===== src/rtl/shared_resource_arbiter.sv =====
// shared_resource_arbiter
// Responder side of the pipeline-to-shared-resource link. Round-robin
// arbitration among NUM_REQ requesters, a LATENCY-deep result pipeline
// computing data + 1, and a shared result bus with a per-requester strobe.
//
// Optional build macro: RES_FLUSH_EN
//   Adds flush_in[NUM_REQ]. A set bit kills every in-flight beat tagged with
//   that requester, including a beat transferred on the same edge.
//
// Arbitration state: grant register (one-hot or zero) and round-robin pointer.

module shared_resource_arbiter #(
    parameter int NUM_REQ = 2,
    parameter int DATA_W  = 32,
    parameter int LATENCY = 3
) (
    input  logic                      clk,
    input  logic                      reset,
    input  logic [NUM_REQ-1:0]        req,
    input  logic [NUM_REQ-1:0]        valid_in,
    input  logic [NUM_REQ*DATA_W-1:0] data_in,
`ifdef RES_FLUSH_EN
    input  logic [NUM_REQ-1:0]        flush_in,
`endif
    output logic [NUM_REQ-1:0]        grant,
    output logic [DATA_W-1:0]         result,
    output logic [NUM_REQ-1:0]        result_valid,
    output logic                      busy
);

    localparam int TAG_W = (NUM_REQ > 1) ? $clog2(NUM_REQ) : 1;

    logic [TAG_W-1:0]   ptr_q;
    logic [TAG_W-1:0]   ptr_d;
    logic [NUM_REQ-1:0] grant_d;
    logic [TAG_W-1:0]   grant_idx;
    logic [DATA_W-1:0]  sel_data;
    logic               xfer;
    logic               grantee_req;
    logic               grantee_idle;
    logic               other_req;
    logic               advance;
    logic [NUM_REQ-1:0] flush_vec;

    logic [LATENCY-1:0] slot_v;
    logic [LATENCY-1:0] nxt_v;
    logic [TAG_W-1:0]   slot_tag  [LATENCY];
    logic [TAG_W-1:0]   nxt_tag   [LATENCY];
    logic [DATA_W-1:0]  slot_data [LATENCY];
    logic [DATA_W-1:0]  nxt_data  [LATENCY];

`ifdef RES_FLUSH_EN
    assign flush_vec = flush_in;
`else
    assign flush_vec = '0;
`endif

    // Decode the current grantee: its index and the beat it is presenting.
    always_comb begin
        grant_idx = '0;
        sel_data  = '0;
        for (int i = 0; i < NUM_REQ; i++) begin
            if (grant[i]) begin
                grant_idx = TAG_W'(i);
                sel_data  = data_in[i*DATA_W +: DATA_W];
            end
        end
    end

    assign xfer         = |(grant & valid_in);
    assign grantee_req  = |(grant & req);
    assign grantee_idle = |(grant & req & ~valid_in);
    assign other_req    = |(req & ~grant);
    // Pass the grant on after a transfer, or when the grantee is holding the
    // grant without data while someone else is waiting.
    assign advance      = xfer | (grantee_idle & other_req);

    // Arbitration state register: grant and round-robin pointer.
    always_ff @(posedge clk or negedge reset) begin
        if (!reset) begin
            grant <= '0;
            ptr_q <= '0;
        end else begin
            grant <= grant_d;
            ptr_q <= ptr_d;
        end
    end

    // Next pointer and next grant: keep a still-requesting grantee unless it
    // advances, otherwise search upward from the (possibly updated) pointer.
    always_comb begin
        int  idx;
        logic found;
        idx     = 0;
        found   = 1'b0;
        ptr_d   = ptr_q;
        grant_d = '0;
        if (advance) begin
            ptr_d = (grant_idx == TAG_W'(NUM_REQ - 1)) ? '0 : grant_idx + TAG_W'(1);
        end
        if (grantee_req && !advance) begin
            grant_d = grant;
        end else begin
            for (int off = 0; off < NUM_REQ; off++) begin
                idx = (int'(ptr_d) + off) % NUM_REQ;
                if (!found && req[idx]) begin
                    grant_d[idx] = 1'b1;
                    found        = 1'b1;
                end
            end
        end
    end

    // Next pipeline contents: shift by one, drop flushed beats, increment
    // on entry to the final (output) slot.
    always_comb begin
        nxt_v       = '0;
        nxt_v[0]    = xfer & ~(|(grant & flush_vec));
        nxt_tag[0]  = grant_idx;
        nxt_data[0] = sel_data;
        for (int k = 1; k < LATENCY; k++) begin
            nxt_v[k]    = slot_v[k-1];
            nxt_tag[k]  = slot_tag[k-1];
            nxt_data[k] = slot_data[k-1];
            for (int i = 0; i < NUM_REQ; i++) begin
                if (flush_vec[i] && (slot_tag[k-1] == TAG_W'(i))) begin
                    nxt_v[k] = 1'b0;
                end
            end
        end
        nxt_data[LATENCY-1] = nxt_data[LATENCY-1] + DATA_W'(1);
    end

    // Pipeline slots and busy flag; data only loads with a live beat so the
    // output slot holds the last result between strobes.
    always_ff @(posedge clk or negedge reset) begin
        if (!reset) begin
            slot_v <= '0;
            busy   <= 1'b0;
            for (int k = 0; k < LATENCY; k++) begin
                slot_tag[k]  <= '0;
                slot_data[k] <= '0;
            end
        end else begin
            slot_v <= nxt_v;
            busy   <= |nxt_v;
            for (int k = 0; k < LATENCY; k++) begin
                slot_tag[k] <= nxt_tag[k];
                if (nxt_v[k]) begin
                    slot_data[k] <= nxt_data[k];
                end
            end
        end
    end

    assign result = slot_data[LATENCY-1];

    // Result strobe: one-hot decode of the output slot's tag.
    always_comb begin
        result_valid = '0;
        for (int i = 0; i < NUM_REQ; i++) begin
            if (slot_v[LATENCY-1] && (slot_tag[LATENCY-1] == TAG_W'(i))) begin
                result_valid[i] = 1'b1;
            end
        end
    end

endmodule


===== config.mk =====
export PLATFORM = sky130hd
export DESIGN_NAME = shared_resource_arbiter
export DESIGN_NICKNAME = d
export VERILOG_FILES = /design/src/rtl/shared_resource_arbiter.sv
export SDC_FILE = /design/constraint.sdc
export NUM_CORES = 1
export LEC_CHECK = 0
export BUFFER_PORTS_ARGS = -buffer_cell sky130_fd_sc_hd__buf_2
export CAP_MARGIN = 20
export CORE_MARGIN = 2
export CORE_UTILIZATION = 41
export CTS_BUF_LIST = sky130_fd_sc_hd__clkbuf_4 sky130_fd_sc_hd__clkbuf_8
export DETAILED_ROUTE_END_ITERATION = 8
export PLACE_DENSITY = 0.61
export SLEW_MARGIN = 10
export SYNTH_ARGS = -nofsm -noshare
export SYNTH_HDL_FRONTEND = slang
export SYNTH_SLANG_ARGS = --single-unit

===== constraint.sdc =====
create_clock -name clk -period 2.9 [get_ports clk]
set_clock_uncertainty 0.2 [all_clocks]
set_input_delay 0.725 -clock clk [delete_from_list [all_inputs] [get_ports clk]]
set_output_delay 0.725 -clock clk [all_outputs]
set_load 0.01 [all_outputs]

==> metrics.md, run 1 <==
| Metric | Value |
|---|---|
| Fin. Hold Viols | `0` |
| Fin nets | `616` |
| Final cycle utilization of the critical path | `91.0%` |
| Clock Sink Count | `106` |
| DRC | `0` |
| Mapped Area | `0.00495 sq mm` |
| Most frequent cells in the layout | `dfrtp_1 (105), buf_2 (105), nand2_1 (52)` |
| All-Layer GR Usage | `16.2%` |
| Cell Pwr Density | `957 mW/mm^2` |
| # setup viols final | `0` |
| Fmax | `379 MHz` |
| Worst Path Required | `3000 ps` |
| Synth unique cells | `37` |
| Critical Path End Type | `flip-flop` |
| Global-route wire length before repair | `16700 um` |
| Die area | `0.0130 sq mm` |
| Leakage | `0.00248 uW` |
| Largest net degree at the start of global routing | `45` |
| Sequential fraction of the synthesis area | `53.6%` |
| Starting DRT DRC Count | `138` |
| Worst-Margin Slew | `754 ps` |
| Clk_lat worst skew | `380 ps` |
| Post-CTS Hold Buffers | `0` |
| Critical Path Start | `slot_data[32]` |
| Startpoint types | `flip-flop` |
| Vias per cell | `5.03` |
| Port buffer count | `106` |
| TritonCTS clock tree | `yes` |
| Worst VDD drop | `398 uV` |
| Worst R2R End | `result[28]` |
| Post-cts sizing count | `0` |
| R2R setup slack | `260 ps` |
| Diode count | `0` |
| Post-synth top area cell | `dfrtp_1` |
| DRT Wirelength | `10000 um` |
| Initial antenna violation count | `0` |
| Top-area cell type share of the netlist area | `53.6%` |
| Worst EP arrival | `2740 ps` |
| Vias | `3508` |
| Synth top area cells | `dfrtp_1 (54%), mux2_2 (6.6%), a22oi_1 (5.0%), buf_4 (5.0%), o21ai_0 (4.9%)` |
| Total of max-cap violations | `0` |
| Max clock buf depth | `2` |
| Total CTS buffers | `9` |
| Chip width | `114 um` |
| Vias in the first global route | `3405` |
| Grt ovf | `0` |
| Post-CTS setup buffers | `0` |
| DR pass1 iterations | `4` |
| Starting Density | `41.6%` |
| Uppermost layer routed | `met4` |
| Metal2 WL | `4090 um` |
| Met3 wire len | `483 um` |
| Core ar. | `0.0119 sq mm` |
| Fill count | `1159` |
| Gate count after technology mapping | `483` |
| Global placer's final weighted congestion | `0.819` |
| Setup repair after global routing missed its margin | `no` |
| Setup total negative slack | `0 ps` |
| DP Wirelength | `7470 um` |
| HP Class | `in2async` |
| H-tree depth | `3` |
| Status | `finished, final reports clean` |
| DRT antenna net count | `0` |
| Final Slew Violations | `0` |
| Pwr Total | `5340 uW` |
| Post-Syn Nets | `554` |
| R2R cell count | `5` |
| Kind of critical path | `reg2reg` |
| Crit path max fanout | `14` |
| Slew margin rel. | `49.7%` |
| Mapped Avg Cell Area | `10.3 sq um` |
| Root Buffer Master | `clkbuf_8` |
| WL/cell | `14.4 um` |
| Worst-path clk slew | `100 ps` |
| Layout cell share with drive strength beyond 1 | `30.4%` |
| Worst R2R Start | `slot_data[32]` |
| Core Util, Final | `46.8%` |
| Die height | `114 um` |
| Met1 Wirelength | `5320 um` |
| Final min period | `2640 ps` |
| IO Count | `107` |
| Rows | `40` |
| Flops & latches, synth | `106` |
| Synth-to-layout area growth | `12.6%` |
| Yosys warnings | `0` |
==> logic make-up (layout without fill, tap and decap cells) <==
kind of cell / after synthesis / after routing / synth area share [%]
flops: 106 / 106 / 53.6
buf+inv: 71 / 138 / 7.93
fa+ha+maj: 1 / 1 / 0.253
compound gates: 122 / 122 / 15.1
mux: 29 / 29 / 6.59
simple gates: 139 / 139 / 13.9
xor+xnor: 15 / 15 / 2.65
==> worst max-delay path by stage <==
stage,end,slack (ps),cells past startpoint
after CTS,result[28],240,5
after detailed placement,result[28],270,5
after floorplan,result[20],640,6
final,result[28],260,5
after global routing,result[28],120,5
after global placement,result[28],350,5
==> metal layers <==
metal / track usage, % / vias up
met3: 3.19 / 9
li1: - / 1816
met5: 0 / -
met1: 24.8 / 1609
met2: 22.8 / 74
met4: 5.85 / 0
==> synth_stat cells, drive strengths merged <==
master	n
dfrtp	106
nand2	52
o21ai	48
buf	37
a22oi	33
nor2	30
mux2	29
clkbuf	26
a21oi	15
a31oi	13
nand3	11
xnor2	11
or4	9
inv	8
or3	8
nand4	7
o31ai	7
and3	4
nor3	4
xor2	4
nand2b	3
nor4	3
and2	2
and3b	2
o211ai	2
o311ai	2
a21bo	1
and4	1
ha	1
nor2b	1
o211a	1
or2	1
or3b	1
==> flip-flops by register name, indices dropped and copies added, names as in the netlist <==
name	cells
ptr_q	1
slot_data	32
nxt_tag	2
slot_tag	1
result	32
slot_v	3
nxt_data	32
grant	2
busy	1
==> final cells by class <==
type / instances / area, sq um / share of cell area (%)
flip-flops and latches: 106 / 2650 / 47.6
multi-input cells: 306 / 1910 / 34.3
repair buffers: 114 / 606 / 10.9
well taps: 147 / 184 / 3.30
clock buffers: 10 / 138 / 2.47
clock inverters: 6 / 50.0 / 0.898
inverters: 8 / 30.0 / 0.539
==> power breakdown <==
group	switching [uW]	internal [uW]	total [uW]
Sequential	581	2150	2730
Combinational	923	828	1750
Clock	512	345	857
Total	2020	3320	5340
==> critical path, cell delays in order, from the launching register on <==
cell     delay (ps)
dfrtp_1         430
ha_1            230
nand3_2         190
or4_1           770
or4_1           560
a31oi_1         180
==> per-stage QoR <==
stage | worst slack, ps | instances | hold slack [ps] | instance area [sq um]
floorplan | 644 | 483 | 131 | 4950
global placement | 352 | 681 | 136 | 5390
detailed placement | 268 | 681 | 148 | 5390
CTS | 239 | 697 | 149 | 5580
global route | 123 | 697 | 177 | 5580
finish | 260 | 697 | 139 | 5580
No activity file was read; power rests on OpenSTA's default activity.
==> run 2: changes to the inputs <==
- CELL_PAD_IN_SITES_DETAIL_PLACEMENT: not set -> 1
- CELL_PAD_IN_SITES_GLOBAL_PLACEMENT: not set -> 1
- CORE_UTILIZATION: 41 -> 43
- PLACE_DENSITY: 0.61 -> 0.8
==> run 2 against run 1 <==
Register-to-register slack lost 30 ps; core utilization grew 2.4 points; non-clock buffer count is the same; count of clock-buffer cells in the layout shrank 1; die area shrank 4.5%; critical path depth is the same; flip-flop and latch count is the same; wire length grew 17%; final cell count shrank 0.57%; largest power group unchanged; clock power shrank 2%; fmax shrank 1.2%; highest routed layer unchanged.
==> metrics.md, run 2 (synthesized netlist as in run 1, its figures left out) <==
| Metric | Value |
|---|---|
| Status | `finished, final reports clean` |
| Startpoint types | `flip-flop` |
| Port buffer count | `106` |
| HP Class | `in2async` |
| Worst Setup EP | `result[30]` |
| Synth-to-layout area growth | `12.6%` |
| Total CTS buffers | `9` |
| Post-cts sizing count | `0` |
| Vias | `3709` |
| Vias per cell | `5.35` |
| Final min period | `2670 ps` |
| Fmax | `374 MHz` |
| Starting DRT DRC Count | `166` |
| Clk_lat worst skew | `380 ps` |
| R2R setup slack | `230 ps` |
| Fin nets | `616` |
| Worst EP arrival | `2770 ps` |
| Final cycle utilization of the critical path | `92.1%` |
| Grt ovf | `0` |
| WP depth | `5` |
| Largest net degree at the start of global routing | `64` |
| TritonCTS clock tree | `yes` |
| DRC | `0` |
| DP Wirelength | `8590 um` |
| Root Buffer Master | `clkbuf_8` |
| DR pass1 iterations | `4` |
| Global placer's final weighted congestion | `0.844` |
| Diode count | `0` |
| Critical Path End Type | `flip-flop` |
| Kind of critical path | `reg2reg` |
| Worst-Margin Slew | `1030 ps` |
| Post-CTS setup buffers | `0` |
| Worst R2R End | `result[30]` |
| All-Layer GR Usage | `19.4%` |
| Fin. Hold Viols | `0` |
| Crit path max fanout | `14` |
| CP Cell Sequence | `ha_1, nand3_2, or4_1, or4_1, a31oi_1` |
| Total of max-cap violations | `0` |
| CP most frequent cell | `or4_1` |
| H-tree depth | `3` |
| DRT Wirelength | `11800 um` |
| Critical path's largest stage delay | `780 ps` |
| Rows | `39` |
| Final Slew Violations | `0` |
| Worst-path clk slew | `100 ps` |
| Die area | `0.0124 sq mm` |
| Max clock buf depth | `2` |
| Placed Instances | `677` |
| Worst VDD drop | `317 uV` |
| Most frequent cells in the layout | `dfrtp_1 (105), buf_2 (105), nand2_1 (52)` |
| Buf/Inv on CP | `0` |
| Die height | `111 um` |
| Starting Density | `43.7%` |
| Core ar. | `0.0113 sq mm` |
| Layout cell share with drive strength beyond 1 | `30.4%` |
| Vias in the first global route | `3881` |
| Setup repair after global routing missed its margin | `no` |
| Non-Filler Instances | `693` |
| Final hold slack | `159 ps` |
| WL/cell | `17.0 um` |
| Clock Sink Count | `106` |
| Worst R2R Start | `slot_data[32]` |
| Slew margin rel. | `31.6%` |
| # setup viols final | `0` |
| Leakage | `0.00249 uW` |
| Placed inst area | `0.00540 sq mm` |
| IO Count | `107` |
| Setup total negative slack | `0 ps` |
| Slowest stage cell, crit path | `or4_1` |
| Cell Pwr Density | `971 mW/mm^2` |
| DRT antenna net count | `0` |
| R2R cell count | `5` |
| Initial antenna violation count | `0` |
| Chip width | `111 um` |
| CP delay by family, top | `simple AND/OR/NAND/NOR gates` |
| Post-CTS Hold Buffers | `0` |
| Critical Path Start | `slot_data[32]` |
| Final instance area | `0.00558 sq mm` |
| Global-route wire length before repair | `19500 um` |
| Worst Path Required | `3000 ps` |
-- run 2: changes by cell type in the layout (fill, tap and decap cells not counted), sizes merged --
cell      before  now
clkinv         2    6
inv           10    8
clkbuf        10    9
clkinvlp       2    1
-- run 2: how the worst min path moves through the flow --
stage                     from      endpoint  slack (ps)
CTS                 nxt_tag[1]    nxt_tag[0]         160
global placement    nxt_tag[0]   slot_tag[0]         140
global route        nxt_tag[0]   slot_tag[0]         180
detailed placement  nxt_tag[1]    nxt_tag[0]         140
finish                   reset  nxt_data[58]         160
floorplan           nxt_tag[1]    nxt_tag[0]         130
-- run 2: metrics by stage --
stage          power [uW]  setup slack [ps]  util (%)
6_report             5410               229      49.2
5_1_grt              5820              45.5      49.2
4_1_cts              5470               205      49.2
3_5_place_dp         4620               231      47.7
3_3_place_gp         4470               352      47.7
2_1_floorplan        4110               644         -
-- run 2: metal layers --
layer	vias up	routed length, um	GRT usage, %	share of wire, %
li1	1808	-	-	-
met1	1799	5580	27.1	47
met2	88	5480	30.9	47
met3	14	547	4.10	4.6
met4	0	165	5.84	1.4
met5	-	0	0	0
-- run 2: area by class of cell --
class | instances | area, sq um
Fill cell | 1296 | 5750
Sequential cell | 106 | 2650
Inverter | 8 | 30.0
Timing Repair Buffer | 114 | 618
Clock inverter | 7 | 56.3
Tap cell | 143 | 179
Multi-Input combinational cell | 306 | 1910
Clock buffer | 9 | 124
-- run 2: report_power, final --
part	switching [uW]	internal, uW	total (uW)	leakage (uW)
registers	669	2150	2820	0.00132
logic	924	832	1760	0.00108
clock network	523	318	841	0.0000894
